`src/rtl/jtframe_nvram_ioctl_ctrl_if.sv`:
```
// ioctl channel plus NVRAM port-1B signals shared by the controller and its environment.
// "slave" is the controller view; "master" is the framework/RAM view.
interface jtframe_nvram_ioctl_ctrl_if #(
    parameter int unsigned AW  = 10,
    parameter int unsigned IOW = 25
);
    logic           dwn_en;
    logic           up_en;
    logic [IOW-1:0] ioctl_addr;
    logic [7:0]     ioctl_dout;
    logic           ioctl_wr;
    logic           ioctl_rd;
    logic [7:0]     ioctl_din;
    logic           din_ok;
    logic [AW:0]    nv_addr;
    logic [7:0]     nv_din;
    logic           nv_we;
    logic           nv_sel;
    logic [7:0]     nv_q;

    modport master (
        output dwn_en, up_en, ioctl_addr, ioctl_dout, ioctl_wr, ioctl_rd, nv_q,
        input  ioctl_din, din_ok, nv_addr, nv_din, nv_we, nv_sel
    );

    modport slave (
        input  dwn_en, up_en, ioctl_addr, ioctl_dout, ioctl_wr, ioctl_rd, nv_q,
        output ioctl_din, din_ok, nv_addr, nv_din, nv_we, nv_sel
    );
endinterface

```
`src/rtl/jtframe_nvram_ioctl_ctrl.sv`:
```
// Owns the byte-wide RW port of the dual-port NVRAM: loads it from ioctl downloads, dumps it
// on ioctl uploads, and keeps a dirty flag for game-side writes to request autosaves.
module jtframe_nvram_ioctl_ctrl #(
    parameter int unsigned AW   = 10,
    parameter int unsigned IOW  = 25,
    parameter logic [7:0]  FILL = 8'hFF
) (
    input  logic                        i_clk,
    input  logic                        i_rst_n,
    jtframe_nvram_ioctl_ctrl_if.slave   bus,
    input  logic                        i_game_we,
    output logic                        o_dirty,
    output logic                        o_busy
);

    localparam logic [IOW-1:0] ONE   = {{(IOW-1){1'b0}}, 1'b1};
    localparam logic [IOW-1:0] BYTES = ONE << (AW + 1);
    localparam logic [IOW-1:0] LAST  = BYTES - ONE;

    typedef enum logic [2:0] {
        StIdle,
        StLoad,
        StRdIdle,
        StRdAddr,
        StRdData
    } state_t;

    state_t      r_state;
    state_t      w_state_nxt;

    logic [AW:0] r_nv_addr;
    logic [7:0]  r_nv_din;
    logic        r_nv_we;
    logic [7:0]  r_ioctl_din;
    logic        r_din_ok;
    logic        r_rd_oor;
    logic        r_saw_last;
    logic        r_dirty;

    logic        w_in_range;
    logic        w_wr_ok;
    logic        w_rd_go;
    logic        w_load_done;
    logic        w_dump_done;
    logic        w_dirty_nxt;

    // Full-width compare so high ioctl address bits never alias into the RAM.
    assign w_in_range = bus.ioctl_addr < BYTES;

    always_comb begin
        w_state_nxt = r_state;
        w_wr_ok     = 1'b0;
        w_rd_go     = 1'b0;
        w_load_done = 1'b0;
        w_dump_done = 1'b0;
        case (r_state)
            StIdle: begin
                if (bus.dwn_en) begin
                    w_state_nxt = StLoad;
                end else if (bus.up_en) begin
                    w_state_nxt = StRdIdle;
                end
            end
            StLoad: begin
                w_wr_ok = bus.ioctl_wr && w_in_range;
                // Hold select for one more cycle so a last-moment write gets its nv_we.
                if (!bus.dwn_en && !w_wr_ok) begin
                    w_state_nxt = StIdle;
                    w_load_done = 1'b1;
                end
            end
            StRdIdle: begin
                if (!bus.up_en) begin
                    w_state_nxt = StIdle;
                    w_dump_done = 1'b1;
                end else if (bus.ioctl_rd) begin
                    w_state_nxt = StRdAddr;
                    w_rd_go     = 1'b1;
                end
            end
            StRdAddr: begin
                w_state_nxt = StRdData;
            end
            StRdData: begin
                w_state_nxt = StRdIdle;
            end
            default: begin
                w_state_nxt = StIdle;
            end
        endcase
    end

    always_comb begin
        w_dirty_nxt = r_dirty;
        if (w_load_done || (w_dump_done && r_saw_last)) begin
            w_dirty_nxt = 1'b0;
        end
        if (i_game_we && (r_state != StLoad)) begin
            w_dirty_nxt = 1'b1;
        end
    end

    always_ff @(posedge i_clk) begin
        if (!i_rst_n) begin
            r_state <= StIdle;
        end else begin
            r_state <= w_state_nxt;
        end
    end

    always_ff @(posedge i_clk) begin
        if (!i_rst_n) begin
            r_nv_addr   <= '0;
            r_nv_din    <= '0;
            r_nv_we     <= 1'b0;
            r_ioctl_din <= '0;
            r_din_ok    <= 1'b0;
            r_rd_oor    <= 1'b0;
            r_saw_last  <= 1'b0;
            r_dirty     <= 1'b0;
        end else begin
            r_nv_we  <= w_wr_ok;
            r_din_ok <= (r_state == StRdData);
            r_dirty  <= w_dirty_nxt;

            if (w_wr_ok) begin
                r_nv_addr <= bus.ioctl_addr[AW:0];
                r_nv_din  <= bus.ioctl_dout;
            end else if (w_rd_go && w_in_range) begin
                r_nv_addr <= bus.ioctl_addr[AW:0];
            end

            if (w_rd_go) begin
                r_rd_oor <= !w_in_range;
            end

            if (r_state == StRdData) begin
                r_ioctl_din <= r_rd_oor ? FILL : bus.nv_q;
            end

            // Remembers whether this dump session reached the final byte.
            if (r_state == StIdle) begin
                r_saw_last <= 1'b0;
            end else if (w_rd_go && (bus.ioctl_addr == LAST)) begin
                r_saw_last <= 1'b1;
            end
        end
    end

    assign bus.nv_addr   = r_nv_addr;
    assign bus.nv_din    = r_nv_din;
    assign bus.nv_we     = r_nv_we;
    assign bus.nv_sel    = (r_state != StIdle);
    assign bus.ioctl_din = r_ioctl_din;
    assign bus.din_ok    = r_din_ok;
    assign o_busy        = (r_state != StIdle);
    assign o_dirty       = r_dirty;

    a_we_needs_sel : assert property (@(posedge i_clk) disable iff (!i_rst_n)
        bus.nv_we |-> bus.nv_sel);

    a_din_ok_pulse : assert property (@(posedge i_clk) disable iff (!i_rst_n)
        bus.din_ok |=> !bus.din_ok);

endmodule

```
`src/flat_wrapper.sv`:
```
// flat-port wrapper written by rule: the top's interface ports become plain ports
module jtframe_nvram_ioctl_ctrl_flat 
#(
    parameter int unsigned AW   = 10,
    parameter int unsigned IOW  = 25,
    parameter logic [7:0]  FILL = 8'hFF
)
  (i_clk, i_rst_n, i_game_we, o_dirty, o_busy, bus_dwn_en, bus_up_en, bus_ioctl_addr, bus_ioctl_dout, bus_ioctl_wr, bus_ioctl_rd, bus_nv_q, bus_ioctl_din, bus_din_ok, bus_nv_addr, bus_nv_din, bus_nv_we, bus_nv_sel);
  jtframe_nvram_ioctl_ctrl_if #(.AW(AW), .IOW(IOW)) bus_i ();
  input  logic i_clk;
  input  logic i_rst_n;
  input  logic i_game_we;
  output logic o_dirty;
  output logic o_busy;
  input wire logic [$bits(bus_i.dwn_en)-1:0] bus_dwn_en;
  input wire logic [$bits(bus_i.up_en)-1:0] bus_up_en;
  input wire logic [$bits(bus_i.ioctl_addr)-1:0] bus_ioctl_addr;
  input wire logic [$bits(bus_i.ioctl_dout)-1:0] bus_ioctl_dout;
  input wire logic [$bits(bus_i.ioctl_wr)-1:0] bus_ioctl_wr;
  input wire logic [$bits(bus_i.ioctl_rd)-1:0] bus_ioctl_rd;
  input wire logic [$bits(bus_i.nv_q)-1:0] bus_nv_q;
  output wire logic [$bits(bus_i.ioctl_din)-1:0] bus_ioctl_din;
  output wire logic [$bits(bus_i.din_ok)-1:0] bus_din_ok;
  output wire logic [$bits(bus_i.nv_addr)-1:0] bus_nv_addr;
  output wire logic [$bits(bus_i.nv_din)-1:0] bus_nv_din;
  output wire logic [$bits(bus_i.nv_we)-1:0] bus_nv_we;
  output wire logic [$bits(bus_i.nv_sel)-1:0] bus_nv_sel;
  assign bus_i.dwn_en = bus_dwn_en;
  assign bus_i.up_en = bus_up_en;
  assign bus_i.ioctl_addr = bus_ioctl_addr;
  assign bus_i.ioctl_dout = bus_ioctl_dout;
  assign bus_i.ioctl_wr = bus_ioctl_wr;
  assign bus_i.ioctl_rd = bus_ioctl_rd;
  assign bus_i.nv_q = bus_nv_q;
  assign bus_ioctl_din = bus_i.ioctl_din;
  assign bus_din_ok = bus_i.din_ok;
  assign bus_nv_addr = bus_i.nv_addr;
  assign bus_nv_din = bus_i.nv_din;
  assign bus_nv_we = bus_i.nv_we;
  assign bus_nv_sel = bus_i.nv_sel;
  jtframe_nvram_ioctl_ctrl #(.AW(AW), .IOW(IOW), .FILL(FILL)) u_core (.i_clk(i_clk), .i_rst_n(i_rst_n), .bus(bus_i), .i_game_we(i_game_we), .o_dirty(o_dirty), .o_busy(o_busy));
endmodule
```
`config.mk`:
```
export PLATFORM = sky130hd
export DESIGN_NAME = jtframe_nvram_ioctl_ctrl_flat
export DESIGN_NICKNAME = d
export VERILOG_FILES = /design/src/rtl/jtframe_nvram_ioctl_ctrl_if.sv /design/src/rtl/jtframe_nvram_ioctl_ctrl.sv /design/src/flat_wrapper.sv
export SDC_FILE = /design/constraint.sdc
export NUM_CORES = 1
export LEC_CHECK = 0
export BUFFER_PORTS_ARGS = -buffer_cell sky130_fd_sc_hd__buf_2
export CAP_MARGIN = 40
export CORE_MARGIN = 5
export CORE_UTILIZATION = 40
export DETAILED_ROUTE_END_ITERATION = 10
export HOLD_SLACK_MARGIN = 0.08
export PLACE_DENSITY = 0.72
export SYNTH_ARGS = -nofsm -noshare
export SYNTH_HDL_FRONTEND = slang
export SYNTH_SLANG_ARGS = --single-unit
```
`constraint.sdc`:
```
create_clock -name i_clk -period 1.3 [get_ports i_clk]
set_input_delay 0.065 -clock i_clk [delete_from_list [all_inputs] [get_ports i_clk]]
set_output_delay 0.065 -clock i_clk [all_outputs]
set_load 0.01 [all_outputs]
```
Word level (Yosys, flattened, before mapping). Index checks and enable logic that the tools add are counted.

Order comparisons: 1. Bitwise operators: 1. Reduce and logical (&&, ||, !) cells: 16. Multiplexer cells: 19. Equal/unequal tests: 9.

Operators with widths (count): 25-bit by 11-bit equality test with 1-bit output (second input constant) (1); 25-bit by 12-bit less-than comparator with 1-bit output (second input constant) (1); 11-bit 2-to-1 mux (2); 3-bit 2-to-1 mux (5); 3-bit one-hot mux with 5 select lines (1); 1-bit 2-to-1 mux (10); 8-bit 2-to-1 mux (1); 3-bit by 2-bit equality test with 1-bit output (second input constant) (2); 1-bit logical AND (6); 3-bit inequality test (second input constant) (2); 2-bit nonzero test (2); 3-bit by 1-bit equality test with 1-bit output (second input constant) (1); 3-bit equality test (second input constant) (1); 1-bit zero test (3); 3-bit zero test (1); 3-bit by 1-bit inequality test with 1-bit output (second input constant) (1); 3-bit AND reduction (1); 3-bit nonzero test (1); 2-bit by 1-bit inequality test with 1-bit output (second input constant) (1); 2-bit OR reduction (1); 1-bit logical OR (1); 1-bit inverter (1).

Input port bits: 48. Register bits: 35.

Longest topological paths before layout. Gate-level depths: netlist of the first run.

Word-level depth: 9. Mapped depth: 6. Gate-level depth less buffers: 4.

Least setup slack after synthesis of the first run. OpenSTA, ideal clock, no wires.

Path type: register -> register. Start point: register u_core.r_state[0]. End point: register u_core.r_nv_addr[0] (netlist: u_core.bus.nv_addr[0]). Setup time: 72 ps. Cell stages (with the launch flop): 7. Period minus slack after synthesis: 1315 ps. Data required time: 1228 ps. Path buffers: 2. Data arrival time: 1243 ps. Path slack: -15 ps. Path through: dfxtp_1 -> buf_6 -> nor2_1 -> nand4_1 -> a21oi_2 -> buf_6 -> mux2i_1.

Cells in the longest elaborated chain, start to end: 4. Elaborated cells on any way between the ends: 7. Those cells by class: eq/ne: 2; mux: 3; reduce/logical: 2.

RTL lines: from (decl) (line jtframe_nvram_ioctl_ctrl.sv:28) `state_t r_state;`; from (signal assigned) (line jtframe_nvram_ioctl_ctrl.sv:105) `r_state <= StIdle;`; from (signal assigned) (line jtframe_nvram_ioctl_ctrl.sv:107) `r_state <= w_state_nxt;`; 3-bit by 2-bit equality test with 1-bit output (line jtframe_nvram_ioctl_ctrl.sv:56) `case (r_state)`; 1-bit 2-to-1 mux (line jtframe_nvram_ioctl_ctrl.sv:56); 1-bit logical AND (line jtframe_nvram_ioctl_ctrl.sv:129) `end else if (w_rd_go && w_in_range) begin`; 2-bit nonzero test (no source line); to (signal assigned) (line jtframe_nvram_ioctl_ctrl.sv:127) `r_nv_addr <= bus.ioctl_addr[AW:0];`; to (signal assigned) (line jtframe_nvram_ioctl_ctrl.sv:130) `r_nv_addr <= bus.ioctl_addr[AW:0];`; to (decl) (line jtframe_nvram_ioctl_ctrl.sv:31) `logic [AW:0] r_nv_addr;`.

Parallel ways exist; a longest one is shown, timed or not. A chain may end at the register's enable or synchronous reset.

Worst setup path after layout of the first run.
Start point: register u_core.r_state[2]. End point: output bus_nv_sel.

Cells in the longest elaborated chain, start to end: 1.

RTL lines: 3-bit nonzero test (line jtframe_nvram_ioctl_ctrl.sv:153) `assign bus.nv_sel = (r_state != StIdle);`; to (decl) (line flat_wrapper.sv:27) `output wire logic [$bits(bus_i.nv_sel)-1:0] bus_nv_sel;`.

No other way between the ends.

==> results of run 1 <==
==> stage by stage <==
stage | power [mW] | setup WS [ns]
final | 2.25 | -0.0718
after global routing | 2.36 | -0.128
after CTS | 2.23 | -0.0451
after detailed placement | 1.36 | -0.0712
after global placement | 1.36 | -0.00423
after floorplan | 1.24 | 0.00222
==> flip-flops by register name (all words and copies together), names as in the netlist <==
register	count
u_core.r_saw_last	1
u_core.r_state	3
u_core.bus.nv_din	8
u_core.bus.ioctl_din	8
u_core.bus.nv_addr	11
u_core.bus.nv_we	1
u_core.o_dirty	1
u_core.bus.din_ok	1
u_core.r_rd_oor	1
==> what timing repair did <==
action	in CTS	in global routing
setup endpoints to repair	13	30
gates cloned	0	3
setup buffers	2	3
pin swaps	3	5
gates resized for setup	7	28
endpoints found under the hold margin	19	0
hold buffers	19	0
==> kinds of logic after synthesis <==
kind of cell,after synthesis
multiplexers,19
AO/OA/AOI/OAI,19
buffers and inverters,14
AND/OR/NAND/NOR,87
flip-flops,35
==> metal layers <==
metal  global-route usage  up-vias  part of all wire  routed length, um
met2                0.280       54              0.51               2340
li1                     -      817                 -                  -
met4               0.0369        0            0.0028                 13
met3               0.0744        2             0.088                403
met5                    0        -                 0                  0
met1                0.193      741              0.40               1810
==> worst register-to-register path, stage by stage (launching register included) <==
cell and delay (ns):
dfxtp_4 0.36, buf_6 0.12, buf_6 0.11, nand2b_4 0.15, nor2_4 0.21, clkbuf_16 0.18
nand2_2 0.04, o211a_1 0.11
==> layout make-up <==
cell class                      instances  area [sq um]  area share
Multi-Input combinational cell        125           873       0.335
Timing Repair Buffer                  117           862       0.330
Clock inverter                          1          8.76     0.00336
Tap cell                               48          60.1      0.0230
Sequential cell                        35           712       0.273
Clock buffer                            7          86.3      0.0331
Inverter                                2          7.51     0.00288
==> where the power goes <==
group          switching [mW]  leakage (nW)  internal, mW
Combinational           0.155         0.984         0.189
Sequential             0.0127         0.285          1.08
Clock                   0.376        0.0484         0.434
==> how the worst min path moves through the flow <==
| stage | from | to | slack (ns) | depth (start not counted) |
|---|---|---|---|---|
| 6_report | bus_nv_q[7] | u_core.bus.ioctl_din[7] | 0.11 | 4 |
| 5_1_grt | bus_nv_q[6] | u_core.bus.ioctl_din[6] | 0.1 | 4 |
| 4_1_cts | bus_nv_q[5] | u_core.bus.ioctl_din[5] | 0.09 | 4 |
| 3_5_place_dp | bus_ioctl_dout[6] | u_core.bus.nv_din[6] | 0.32 | 3 |
| 3_3_place_gp | bus_ioctl_dout[2] | u_core.bus.nv_din[2] | 0.31 | 3 |
| 2_1_floorplan | bus_ioctl_addr[0] | u_core.bus.nv_addr[0] | 0.21 | 2 |
==> cells in the mapped netlist <==
| library cell | instances | area [sq um] |
|---|---|---|
| or3_1 | 1 | 6.26 |
| nand3_1 | 2 | 10.0 |
| a21oi_2 | 1 | 8.76 |
| buf_6 | 2 | 22.5 |
| a21oi_1 | 1 | 5.00 |
| buf_2 | 1 | 5.00 |
| nand4_1 | 3 | 18.8 |
| o211a_1 | 11 | 110 |
| nand2_1 | 48 | 180 |
| nor2_4 | 1 | 11.3 |
| buf_4 | 1 | 7.51 |
| nor2_1 | 14 | 52.6 |
| clkbuf_8 | 1 | 13.8 |
| nor4_4 | 1 | 21.3 |
| nor3b_1 | 3 | 22.5 |
| and4b_1 | 1 | 10.0 |
| clkbuf_1 | 7 | 26.3 |
| inv_1 | 2 | 7.51 |
| nand4b_1 | 1 | 8.76 |
| o21a_1 | 1 | 7.51 |
| and2_1 | 2 | 12.5 |
| nor2_2 | 1 | 6.26 |
| a211oi_1 | 1 | 7.51 |
| nor3_1 | 3 | 15.0 |
| o2111ai_1 | 1 | 8.76 |
| dfxtp_1 | 35 | 701 |
| mux2i_1 | 19 | 190 |
| nand4_2 | 1 | 12.5 |
| nand2b_1 | 3 | 18.8 |
| o21ai_0 | 3 | 15.0 |
| nor4_2 | 2 | 25.0 |
==> impl_metrics.prom, run 1 <==
# TYPE chip_impl_metric gauge
chip_impl_metric{name="yosys_warnings",unit=""} 0
chip_impl_metric{name="finish.utilization",unit=""} 0.702
chip_impl_metric{name="yosys.cell_types.count",unit=""} 31
chip_impl_metric{name="synth_area",unit="sq um"} 1570
chip_impl_metric{name="finish.net_count",unit=""} 334
chip_impl_metric{name="part_of_the_yosys_area_used_for_sequential_elements",unit=""} 0.447
chip_impl_metric{name="detailed_route_drc_error_count",unit=""} 0
chip_impl_metric{name="postLayoutSetupSlackWorst",unit="ns"} -0.0718
chip_impl_metric{name="share_of_cell_area_taken_by_muxes_after_synthesis",unit=""} 0.121
chip_impl_metric{name="arrival",unit="ns"} 1.31
chip_impl_metric{name="io-pin-count",unit=""} 80
chip_impl_info{name="critical_path.reg2reg.startpoint",value="u_core.r_state[1]"} 1
chip_impl_metric{name="critPathMaxStageDelay",unit="ns"} 0.40
chip_impl_info{name="failed_checks",value="setup timing"} 1
chip_impl_metric{name="final-max-slew-violation-count",unit=""} 0
chip_impl_metric{name="place.detailed.instances",unit=""} 300
chip_impl_info{name="cell_chosen_for_the_clock_root",value="clkbuf_8"} 1
chip_impl_metric{name="layout_min_cycle_time",unit="ns"} 1.37
chip_impl_metric{name="final.fill_count",unit=""} 289
chip_impl_info{name="result_of_the_run",value="finished with violations"} 1
chip_impl_metric{name="dpl-instance-area",unit="sq um"} 2080
chip_impl_metric{name="count_of_maximum_capacitance_violations",unit=""} 0
chip_impl_metric{name="post-dp-hpwl",unit="um"} 2810
chip_impl_metric{name="initial_antenna_violation_count",unit=""} 0
chip_impl_metric{name="worst_pin_slew",unit="ns"} 0.347
chip_impl_metric{name="worst-path-max-fanout",unit=""} 4
chip_impl_metric{name="drt-total-wl",unit="um"} 4570
chip_impl_info{name="timing.critical_path.from_type",value="flop"} 1
chip_impl_metric{name="dr.pass1.iters",unit=""} 4
chip_impl_metric{name="cts_made_buffers",unit=""} 5
chip_impl_metric{name="setup.reg_to_reg.worst_slack",unit="ns"} -0.06
chip_impl_info{name="clock_tree_from_tritoncts",value="built"} 1
chip_impl_metric{name="drive_gt1_frac",unit=""} 0.453
chip_impl_metric{name="power_per_cell_area",unit="nW/um^2"} 862
chip_impl_metric{name="grt_first_pass_wirelength",unit="um"} 6940
chip_impl_info{name="crit_path_frequent_cell",value="buf_6"} 1
chip_impl_info{name="most_frequent_cells_in_the_layout",value="buf_2, nand2_1, dfxtp_1"} 1
chip_impl_info{name="layout_commonest_cell",value="buf_2"} 1
chip_impl_metric{name="peakVddDrop",unit="mV"} 0.659
chip_impl_metric{name="initial_core_util",unit=""} 0.422
chip_impl_metric{name="synthAdderAreaFrac",unit=""} 0
chip_impl_metric{name="cp.required",unit="ns"} 1.24
chip_impl_metric{name="antenna-diode-count",unit=""} 0
chip_impl_metric{name="clock_buffer_depth",unit=""} 2
chip_impl_info{name="rsz0062_at_grt",value="yes"} 1
chip_impl_metric{name="pin_count_of_the_biggest_net_entering_global_routing",unit=""} 39
chip_impl_metric{name="cp_num_buf_inv",unit=""} 2
chip_impl_metric{name="p_leak",unit="nW"} 1.32
chip_impl_metric{name="die_area",unit="sq um"} 5270
chip_impl_metric{name="max_freq",unit="MHz"} 729
chip_impl_metric{name="die_w",unit="um"} 72.6
chip_impl_info{name="timing.setup.critical_path_class",value="flop to primary output"} 1
chip_impl_info{name="critical_path.startpoint",value="u_core.r_state[2]"} 1
chip_impl_info{name="synth_top_family_by_area",value="simple AND/OR/NAND/NOR gates"} 1
chip_impl_metric{name="synth.avg_cell_area",unit="sq um"} 9.01
chip_impl_metric{name="slew-limit-headroom",unit=""} 0.769
chip_impl_metric{name="syn_nets",unit=""} 222
chip_impl_metric{name="synth_seq_cells",unit=""} 35
chip_impl_metric{name="finalHoldViolations",unit=""} 0
chip_impl_metric{name="fin_crit_sh",unit=""} 1.06
chip_impl_metric{name="route.antenna.remaining_nets",unit=""} 0
chip_impl_metric{name="gr-usage-all-layers",unit=""} 0.166
chip_impl_metric{name="setup-violations-final",unit=""} 20
chip_impl_info{name="worstReg2RegEnd",value="u_core.bus.ioctl_din[3]"} 1
chip_impl_metric{name="dr_total_vias",unit=""} 1614
chip_impl_metric{name="fraction_of_the_mapped_netlist_area_in_compound_gates",unit=""} 0.104
chip_impl_metric{name="path_clk_slew",unit="ns"} 0.07
chip_impl_info{name="cells_along_the_critical_path",value="buf_6 -> or3_4 -> buf_6"} 1
chip_impl_metric{name="routed_via_density",unit=""} 4.82
chip_impl_metric{name="core_area",unit="sq um"} 3720
chip_impl_metric{name="first_global_vias",unit=""} 1505
chip_impl_info{name="slowest_stage",value="or3_4"} 1
chip_impl_metric{name="htree_num_levels",unit=""} 2
chip_impl_info{name="path_delay_family",value="simple AND/OR/NAND/NOR gates"} 1
chip_impl_info{name="critPathCapture",value="bus_nv_sel"} 1
chip_impl_metric{name="syn-instance-count",unit=""} 174
chip_impl_metric{name="area_growth_syn_to_layout",unit="%"} 66.5
chip_impl_info{name="endpoint_kind",value="primary output"} 1
chip_impl_info{name="min_path_type",value="input port to flop"} 1
chip_impl_metric{name="route.detailed.wl_per_inst",unit="um"} 13.6
chip_impl_metric{name="overflow",unit=""} 0
chip_impl_metric{name="synthSimpleGateAreaFrac",unit=""} 0.275
chip_impl_metric{name="initialDrtViolationCount",unit=""} 112
chip_impl_metric{name="chipHeight",unit="um"} 72.6
chip_impl_metric{name="final_design_area_no_fill",unit="sq um"} 2610
chip_impl_metric{name="cts.sink_count",unit=""} 35
chip_impl_metric{name="worstSetupPathDepth",unit=""} 3
chip_impl_metric{name="worst-r2r-cell-count",unit=""} 7
chip_impl_metric{name="worst_clk_skew",unit="ns"} 0.00400
chip_impl_metric{name="worstSkewPairLatency",unit="ns"} 0.28
chip_impl_metric{name="place.gp.congestion",unit=""} 0.797
chip_impl_metric{name="final-instance-count-excl-fill",unit=""} 335
chip_impl_metric{name="num_rows",unit=""} 22
chip_impl_metric{name="final.setup.tns",unit="ns"} -0.811
chip_impl_metric{name="worst_hold_slack",unit="ns"} 0.105
chip_impl_metric{name="io_buffer_count",unit=""} 79
chip_impl_metric{name="post_synth_xor_area_fraction",unit=""} 0
Note: power is estimated with default switching activity, not from simulation.
==> run 2: changes to the inputs <==
Settings changed: ABC_AREA set to 1, PLACE_DENSITY 0.72 to 0.71.
==> run 2 against run 1 <==
Net effect: the flow still finishes with violations (setup timing); via count rose by 8.4%; power increased by 21%; synthesized area up 1.0%; largest cell class is now non-clock buffers; highest routed layer unchanged.
==> impl_metrics.prom, run 2 <==
# TYPE chip_impl_metric gauge
chip_impl_metric{name="synth_edf_count",unit=""} 0
chip_impl_metric{name="overflow",unit=""} 0
chip_impl_metric{name="multiInputGateArea",unit="sq um"} 797
chip_impl_metric{name="part_of_the_yosys_area_used_for_sequential_elements",unit=""} 0.442
chip_impl_metric{name="gr-usage-all-layers",unit=""} 0.182
chip_impl_metric{name="p_leak",unit="nW"} 1.36
chip_impl_metric{name="die_w",unit="um"} 72.9
chip_impl_metric{name="worst_pin_slew",unit="ns"} 0.348
chip_impl_metric{name="cp.required",unit="ns"} 1.52
chip_impl_metric{name="final.setup.tns",unit="ns"} -0.203
chip_impl_info{name="post_synth_top_area_cell",value="dfxtp_1"} 1
chip_impl_metric{name="syn_nets",unit=""} 253
chip_impl_info{name="layout_commonest_cell",value="buf_2"} 1
chip_impl_metric{name="setup-violations-final",unit=""} 11
chip_impl_metric{name="clock_buffer_depth",unit=""} 2
chip_impl_metric{name="initialDrtViolationCount",unit=""} 59
chip_impl_info{name="netlist_top_cells_count",value="nor2_1, dfxtp_1, nand2_1"} 1
chip_impl_metric{name="worstSkewPairLatency",unit="ns"} 0.28
chip_impl_info{name="min_path_type",value="input port to flop"} 1
chip_impl_metric{name="place.gp.congestion",unit=""} 0.823
chip_impl_metric{name="num_rows",unit=""} 22
chip_impl_metric{name="io-pin-count",unit=""} 80
chip_impl_metric{name="core_area",unit="sq um"} 3740
chip_impl_metric{name="arrival",unit="ns"} 1.57
chip_impl_metric{name="route.detailed.wl_per_inst",unit="um"} 12.2
chip_impl_metric{name="routed_via_density",unit=""} 4.63
chip_impl_metric{name="max_freq",unit="MHz"} 740
chip_impl_info{name="cell_chosen_for_the_clock_root",value="clkbuf_8"} 1
chip_impl_metric{name="dr_total_vias",unit=""} 1750
chip_impl_info{name="rsz0062_at_grt",value="yes"} 1
chip_impl_metric{name="dr.pass1.iters",unit=""} 4
chip_impl_metric{name="final.fill_count",unit=""} 308
chip_impl_metric{name="final_design_area_no_fill",unit="sq um"} 2590
chip_impl_metric{name="syn-instance-count",unit=""} 205
chip_impl_metric{name="worst_clk_skew",unit="ns"} 0.00903
chip_impl_metric{name="cts_made_buffers",unit=""} 5
chip_impl_info{name="synth.most_common_cell",value="nor2_1"} 1
chip_impl_info{name="clock_tree_from_tritoncts",value="built"} 1
chip_impl_metric{name="yosys_warnings",unit=""} 0
chip_impl_metric{name="htree_num_levels",unit=""} 2
chip_impl_metric{name="path_clk_slew",unit="ns"} 0.07
chip_impl_metric{name="layout.area.seq",unit="sq um"} 704
chip_impl_info{name="timing.critical_path.from_type",value="flop"} 1
chip_impl_info{name="most_frequent_cells_in_the_layout",value="buf_2, nor2_1, dfxtp_1"} 1
chip_impl_metric{name="yosys.cell_types.count",unit=""} 27
chip_impl_metric{name="yosys.area.top_type_share",unit=""} 0.442
chip_impl_metric{name="count_of_maximum_capacitance_violations",unit=""} 0
chip_impl_metric{name="slew-limit-headroom",unit=""} 0.767
chip_impl_metric{name="initial_antenna_violation_count",unit=""} 0
chip_impl_metric{name="totalPowerFinal",unit="mW"} 2.73
chip_impl_metric{name="synth_seq_cells",unit=""} 35
chip_impl_metric{name="final-max-slew-violation-count",unit=""} 0
chip_impl_info{name="ys_dominant_reg_cell",value="dfxtp_1"} 1
chip_impl_metric{name="route.antenna.remaining_nets",unit=""} 0
chip_impl_metric{name="drt-total-wl",unit="um"} 4620
chip_impl_metric{name="cts.sink_count",unit=""} 35
chip_impl_metric{name="area_growth_syn_to_layout",unit="%"} 63.7
chip_impl_metric{name="die_area",unit="sq um"} 5320
chip_impl_metric{name="synth_area",unit="sq um"} 1580
chip_impl_metric{name="initial_core_util",unit=""} 0.423
chip_impl_metric{name="finalHoldViolations",unit=""} 0
chip_impl_metric{name="detailedPlace.worstSlack",unit="ns"} -0.0600
chip_impl_metric{name="pin_count_of_the_biggest_net_entering_global_routing",unit=""} 22
chip_impl_metric{name="power_per_cell_area",unit="nW/um^2"} 1050
chip_impl_metric{name="worst_hold_slack",unit="ns"} 0.142
chip_impl_metric{name="io_buffer_count",unit=""} 79
chip_impl_info{name="post_synth_main_area_contributors",value="dfxtp_1, nor2_1, nand2_1"} 1
chip_impl_info{name="timing.setup.critical_path_class",value="flop to flop"} 1
chip_impl_metric{name="synth.avg_cell_area",unit="sq um"} 7.73
chip_impl_metric{name="finish.net_count",unit=""} 377
chip_impl_metric{name="first_global_vias",unit=""} 1737
chip_impl_metric{name="post-dp-hpwl",unit="um"} 3100
chip_impl_metric{name="largest_register_ff_count",unit=""} 11
chip_impl_metric{name="peakVddDrop",unit="mV"} 0.810
chip_impl_info{name="result_of_the_run",value="finished with violations"} 1
chip_impl_metric{name="chipHeight",unit="um"} 72.9
chip_impl_metric{name="drive_gt1_frac",unit=""} 0.421
chip_impl_info{name="failed_checks",value="setup timing"} 1
chip_impl_metric{name="grt_first_pass_wirelength",unit="um"} 7600
chip_impl_metric{name="worst-path-max-fanout",unit=""} 3
chip_impl_metric{name="async_flop_share",unit=""} 0
chip_impl_info{name="endpoint_kind",value="flop"} 1
chip_impl_metric{name="antenna-diode-count",unit=""} 0
chip_impl_metric{name="detailed_route_drc_error_count",unit=""} 0
chip_impl_metric{name="layout_min_cycle_time",unit="ns"} 1.35
chip_impl_metric{name="fin_crit_sh",unit=""} 1.04
chip_impl_metric{name="postLayoutSetupSlackWorst",unit="ns"} -0.0510
chip_impl_metric{name="dpl-instance-area",unit="sq um"} 2070
==> run 2: cell count changes after synthesis, sizes merged, moves of 7 or more <==
| cell | previous run | this run |
|---|---|---|
| nor2 | 16 | 66 |
| mux2i | 19 | 0 |
| nand2 | 48 | 25 |
| nand3b | 0 | 11 |
| o211a | 11 | 0 |
| nor3 | 3 | 10 |
| o21ai | 3 | 21 |
| inv | 2 | 14 |
==> run 2: routing by layer <==
metal  vias to the layer above  wire (um)  GRT usage
met2                        72       2200      0.314
met5                         -          0          0
met3                         4        452     0.0592
met4                         0         47     0.0676
met1                       775       1910      0.209
li1                        899          -          -
==> run 2: logic make-up (layout without fill, tap and decap cells) <==
family                 count (synthesis)  after routing  share of synthesized area
and+or+nand+nor                      123            123                      0.400
AOI/OAI and AO/OA                     23             23                     0.0742
buffers and inverters                 24            149                     0.0829
DFF                                   35             35                      0.442
==> run 2: power breakdown <==
part	switching, mW	total, mW	internal [mW]	leakage [nW]
Clock	0.381	1.15	0.767	0.0654
Combinational	0.218	0.446	0.229	1.01
Sequential	0.0287	1.13	1.10	0.284
==> run 2: final cells by class <==
cell class / count / share of cell area
timing repair buffer: 126 / 0.322
multi-input combinational: 146 / 0.307
sequential: 35 / 0.272
clock buffer: 6 / 0.0280
inverter: 15 / 0.0241
clock inverter: 2 / 0.0232
tap: 48 / 0.0232
==> run 2: what timing repair did <==
item | 4_1_cts | 5_1_grt
cloned | 0 | 0
setup endpoints to repair | 14 | 30
resized for setup | 10 | 9
buffers inserted | 6 | 0
hold buffers | 27 | 0
hold endpoints to repair | 27 | 0
==> run 2: critical path, stage by stage, from the launching register on <==
cell and delay [ns]:
dfxtp_2 0.35, nor3_4 0.19, nand2_2 0.09, nor2_4 0.12, buf_4 0.12, buf_4 0.09
buf_4 0.09, buf_4 0.09, o21ai_0 0.06, nor2_1 0.10
==> run 2: path summary, 6_finish.rpt <==
check / start / end / slack (ns) / cells past startpoint
max: u_core.r_state[2] / u_core.r_rd_oor / -0.05 / 9
min: i_game_we / u_core.o_dirty / 0.14 / 5
max reg2reg: u_core.r_state[2] / u_core.r_rd_oor / -0.05 / 9
min reg2reg: u_core.bus.nv_din[6] / u_core.bus.nv_din[6] / 0.48 / 2
==> run 2: through the flow <==
stage | std cells | util
2_1_floorplan | 205 | -
3_3_place_gp | 337 | 0.554
3_5_place_dp | 337 | 0.554
4_1_cts | 378 | 0.683
5_1_grt | 378 | 0.693
6_report | 378 | 0.693
==> run 3: changes to the inputs <==
==> constraint.sdc (replaced) <==
create_clock -name i_clk -period 1.3 [get_ports i_clk]
set_input_delay 0.39 -clock i_clk [delete_from_list [all_inputs] [get_ports i_clk]]
set_output_delay 0.39 -clock i_clk [all_outputs]
set_load 0.01 [all_outputs]
==> run 3 against run 2 <==
Net effect: the run still ends with setup timing left; clock power decreased by 37%; wire length decreased by 10%; sequential cell count unchanged; critical endpoint is now u_core.bus.nv_addr[8].
==> impl_metrics.prom, run 3 (synthesis gave the netlist of run 2 again) <==
# TYPE chip_impl_metric gauge
chip_impl_info{name="failed_checks",value="setup timing"} 1
chip_impl_metric{name="routed_via_density",unit=""} 4.59
chip_impl_metric{name="pin_count_of_the_biggest_net_entering_global_routing",unit=""} 15
chip_impl_metric{name="place.gp.congestion",unit=""} 0.784
chip_impl_metric{name="chipHeight",unit="um"} 72.9
chip_impl_metric{name="place.detailed.instances",unit=""} 341
chip_impl_metric{name="cts_made_buffers",unit=""} 5
chip_impl_info{name="clock_tree_from_tritoncts",value="built"} 1
chip_impl_metric{name="die_area",unit="sq um"} 5320
chip_impl_info{name="path_delay_family",value="simple AND/OR/NAND/NOR gates"} 1
chip_impl_metric{name="initialDrtViolationCount",unit=""} 59
chip_impl_metric{name="final-instance-count-excl-fill",unit=""} 355
chip_impl_metric{name="grt_first_pass_wirelength",unit="um"} 6490
chip_impl_metric{name="final.setup.tns",unit="ns"} -0.649
chip_impl_metric{name="peakVddDrop",unit="mV"} 0.701
chip_impl_metric{name="drive_gt1_frac",unit=""} 0.466
chip_impl_metric{name="fin_crit_sh",unit=""} 1.04
chip_impl_metric{name="die_w",unit="um"} 72.9
chip_impl_info{name="most_frequent_cells_in_the_layout",value="buf_2, nor2_1, dfxtp_1"} 1
chip_impl_metric{name="clock_buffer_depth",unit=""} 2
chip_impl_metric{name="cp_num_buf_inv",unit=""} 2
chip_impl_metric{name="worst_clk_skew",unit="ns"} 0.00421
chip_impl_metric{name="finalHoldViolations",unit=""} 0
chip_impl_metric{name="met3_wl",unit="um"} 345
chip_impl_metric{name="initial_core_util",unit=""} 0.423
chip_impl_metric{name="post-dp-hpwl",unit="um"} 3210
chip_impl_metric{name="first_global_vias",unit=""} 1520
chip_impl_metric{name="detailed_route_drc_error_count",unit=""} 0
chip_impl_metric{name="dpl-instance-area",unit="sq um"} 2130
chip_impl_metric{name="setup-violations-final",unit=""} 13
chip_impl_metric{name="critPathMaxStageDelay",unit="ns"} 0.37
chip_impl_info{name="critical_path.startpoint",value="u_core.r_state[0]"} 1
chip_impl_info{name="slowest_stage",value="dfxtp_4"} 1
chip_impl_info{name="crit_path_frequent_cell",value="nor2_4"} 1
chip_impl_metric{name="dr_total_vias",unit=""} 1628
chip_impl_metric{name="worstSkewPairLatency",unit="ns"} 0.28
chip_impl_info{name="rsz0062_at_grt",value="yes"} 1
chip_impl_metric{name="p_leak",unit="nW"} 1.25
chip_impl_metric{name="area_growth_syn_to_layout",unit="%"} 46.9
chip_impl_metric{name="count_of_maximum_capacitance_violations",unit=""} 0
chip_impl_metric{name="finish.utilization",unit=""} 0.622
chip_impl_metric{name="io-pin-count",unit=""} 80
chip_impl_metric{name="drt-total-wl",unit="um"} 4150
chip_impl_metric{name="dr.pass1.iters",unit=""} 4
chip_impl_info{name="timing.critical_path.from_type",value="flop"} 1
chip_impl_metric{name="final-max-slew-violation-count",unit=""} 0
chip_impl_metric{name="met1Wirelength",unit="um"} 1800
chip_impl_metric{name="postLayoutSetupSlackWorst",unit="ns"} -0.0565
chip_impl_metric{name="route.antenna.remaining_nets",unit=""} 0
chip_impl_metric{name="slew-limit-headroom",unit=""} 0.786
chip_impl_info{name="min-delay-start",value="bus_nv_q[5]"} 1
chip_impl_metric{name="cp.required",unit="ns"} 1.47
chip_impl_metric{name="cts_hold_buffers",unit=""} 0
chip_impl_metric{name="core_area",unit="sq um"} 3740
chip_impl_metric{name="path_clk_slew",unit="ns"} 0.06
chip_impl_metric{name="htree_num_levels",unit=""} 2
chip_impl_metric{name="max_freq",unit="MHz"} 737
chip_impl_info{name="critical_path.reg2reg.startpoint",value="u_core.r_state[0]"} 1
chip_impl_metric{name="io_buffer_count",unit=""} 79
chip_impl_metric{name="antenna-diode-count",unit=""} 0
chip_impl_metric{name="num_rows",unit=""} 22
chip_impl_info{name="result_of_the_run",value="finished with violations"} 1
chip_impl_metric{name="arrival",unit="ns"} 1.53
chip_impl_metric{name="wl_met2",unit="um"} 1980
chip_impl_metric{name="gr-usage-all-layers",unit=""} 0.155
chip_impl_metric{name="final_design_area_no_fill",unit="sq um"} 2330
chip_impl_metric{name="power_per_cell_area",unit="nW/um^2"} 1000
chip_impl_info{name="uppermost_metal_layer_occupied_by_signal_nets",value="met4"} 1
chip_impl_metric{name="initial_antenna_violation_count",unit=""} 0
chip_impl_metric{name="overflow",unit=""} 0
chip_impl_info{name="endpoint_kind",value="flop"} 1
chip_impl_metric{name="finish.net_count",unit=""} 354
chip_impl_metric{name="final.fill_count",unit=""} 357
chip_impl_info{name="min_path_type",value="input port to flop"} 1
chip_impl_info{name="timing.setup.critical_path_class",value="flop to flop"} 1
chip_impl_metric{name="cts.sink_count",unit=""} 35
chip_impl_info{name="cell_chosen_for_the_clock_root",value="clkbuf_8"} 1
chip_impl_metric{name="worst-path-max-fanout",unit=""} 11
chip_impl_metric{name="layout_min_cycle_time",unit="ns"} 1.36
chip_impl_metric{name="totalPowerFinal",unit="mW"} 2.33
chip_impl_info{name="cells_along_the_critical_path",value="nor3_4 -> nand2_2 -> nor2_4 -> nand3_2 -> inv_2 -> nor2_4 -> buf_12 -> nor2_2 -> nor2_1"} 1
chip_impl_info{name="layout_commonest_cell",value="buf_2"} 1
chip_impl_metric{name="route.detailed.wl_per_inst",unit="um"} 11.7
chip_impl_metric{name="largest_register_ff_count",unit=""} 11
chip_impl_metric{name="worst_pin_slew",unit="ns"} 0.321
## run 3: changes by cell type in the layout (fill, tap and decap cells not counted), moves of 2 or more
cell / delta
dlygate4sd3_1: -27
o21ai_0: -8
nand2_2: +2
o21ai_1: +8
dfxtp_2: -2
buf_4: +2
buf_12: +2
nor2_2: -2
dfxtp_4: +2
bufinv_16: -2
## run 3: where the power goes
part | switching [mW] | internal (mW) | total [mW]
Clock | 0.352 | 0.375 | 0.728
Combinational | 0.226 | 0.234 | 0.460
Sequential | 0.0353 | 1.11 | 1.14
Total | 0.614 | 1.72 | 2.33
## run 3: repair_timing
item	in CTS	in global routing
setup endpoints to repair	16	29
pin swaps	2	7
resized for setup	11	19
buffers inserted	2	5
## run 3: cell type report
cell class	count	area, sq um	share of cell area
Inverter	15	61.3	0.0263
Sequential cell	35	709	0.305
Tap cell	48	60.1	0.0258
Clock inverter	1	5.00	0.00215
Multi-Input combinational cell	146	795	0.341
Timing Repair Buffer	103	621	0.267
Clock buffer	7	76.3	0.0328
## run 3: worst reg2reg max path: stages, from the launching register on
cell,delay (ns)
dfxtp_4,0.37
nor3_4,0.20
nand2_2,0.10
nor2_4,0.12
nand3_2,0.09
inv_2,0.09
nor2_4,0.04
buf_12,0.14
nor2_2,0.07
nor2_1,0.04
## run 3: layer usage
layer,global-route usage,vias to the layer above
li1,-,854
met1,0.194,721
met2,0.258,48
met3,0.0565,5
met4,0.0307,0
met5,0,-
## run 3: stage by stage
step                      worst slack [ns]  hold slack, ns
final                              -0.0565           0.343
after global routing                -0.136           0.344
after CTS                          -0.0568           0.338
after detailed placement            -0.287           0.466
after global placement              -0.266           0.459
after floorplan                    -0.0989           0.438
## run 3: path summary, 6_finish.rpt
path / slack (ns) / cells after the start / to
worst max-delay path: -0.06 / 9 / u_core.bus.nv_addr[8]
worst max register to register: -0.06 / 9 / u_core.bus.nv_addr[8]
worst min-delay path: 0.34 / 3 / u_core.bus.ioctl_din[5]
worst min register to register: 0.48 / 2 / u_core.bus.nv_din[3]
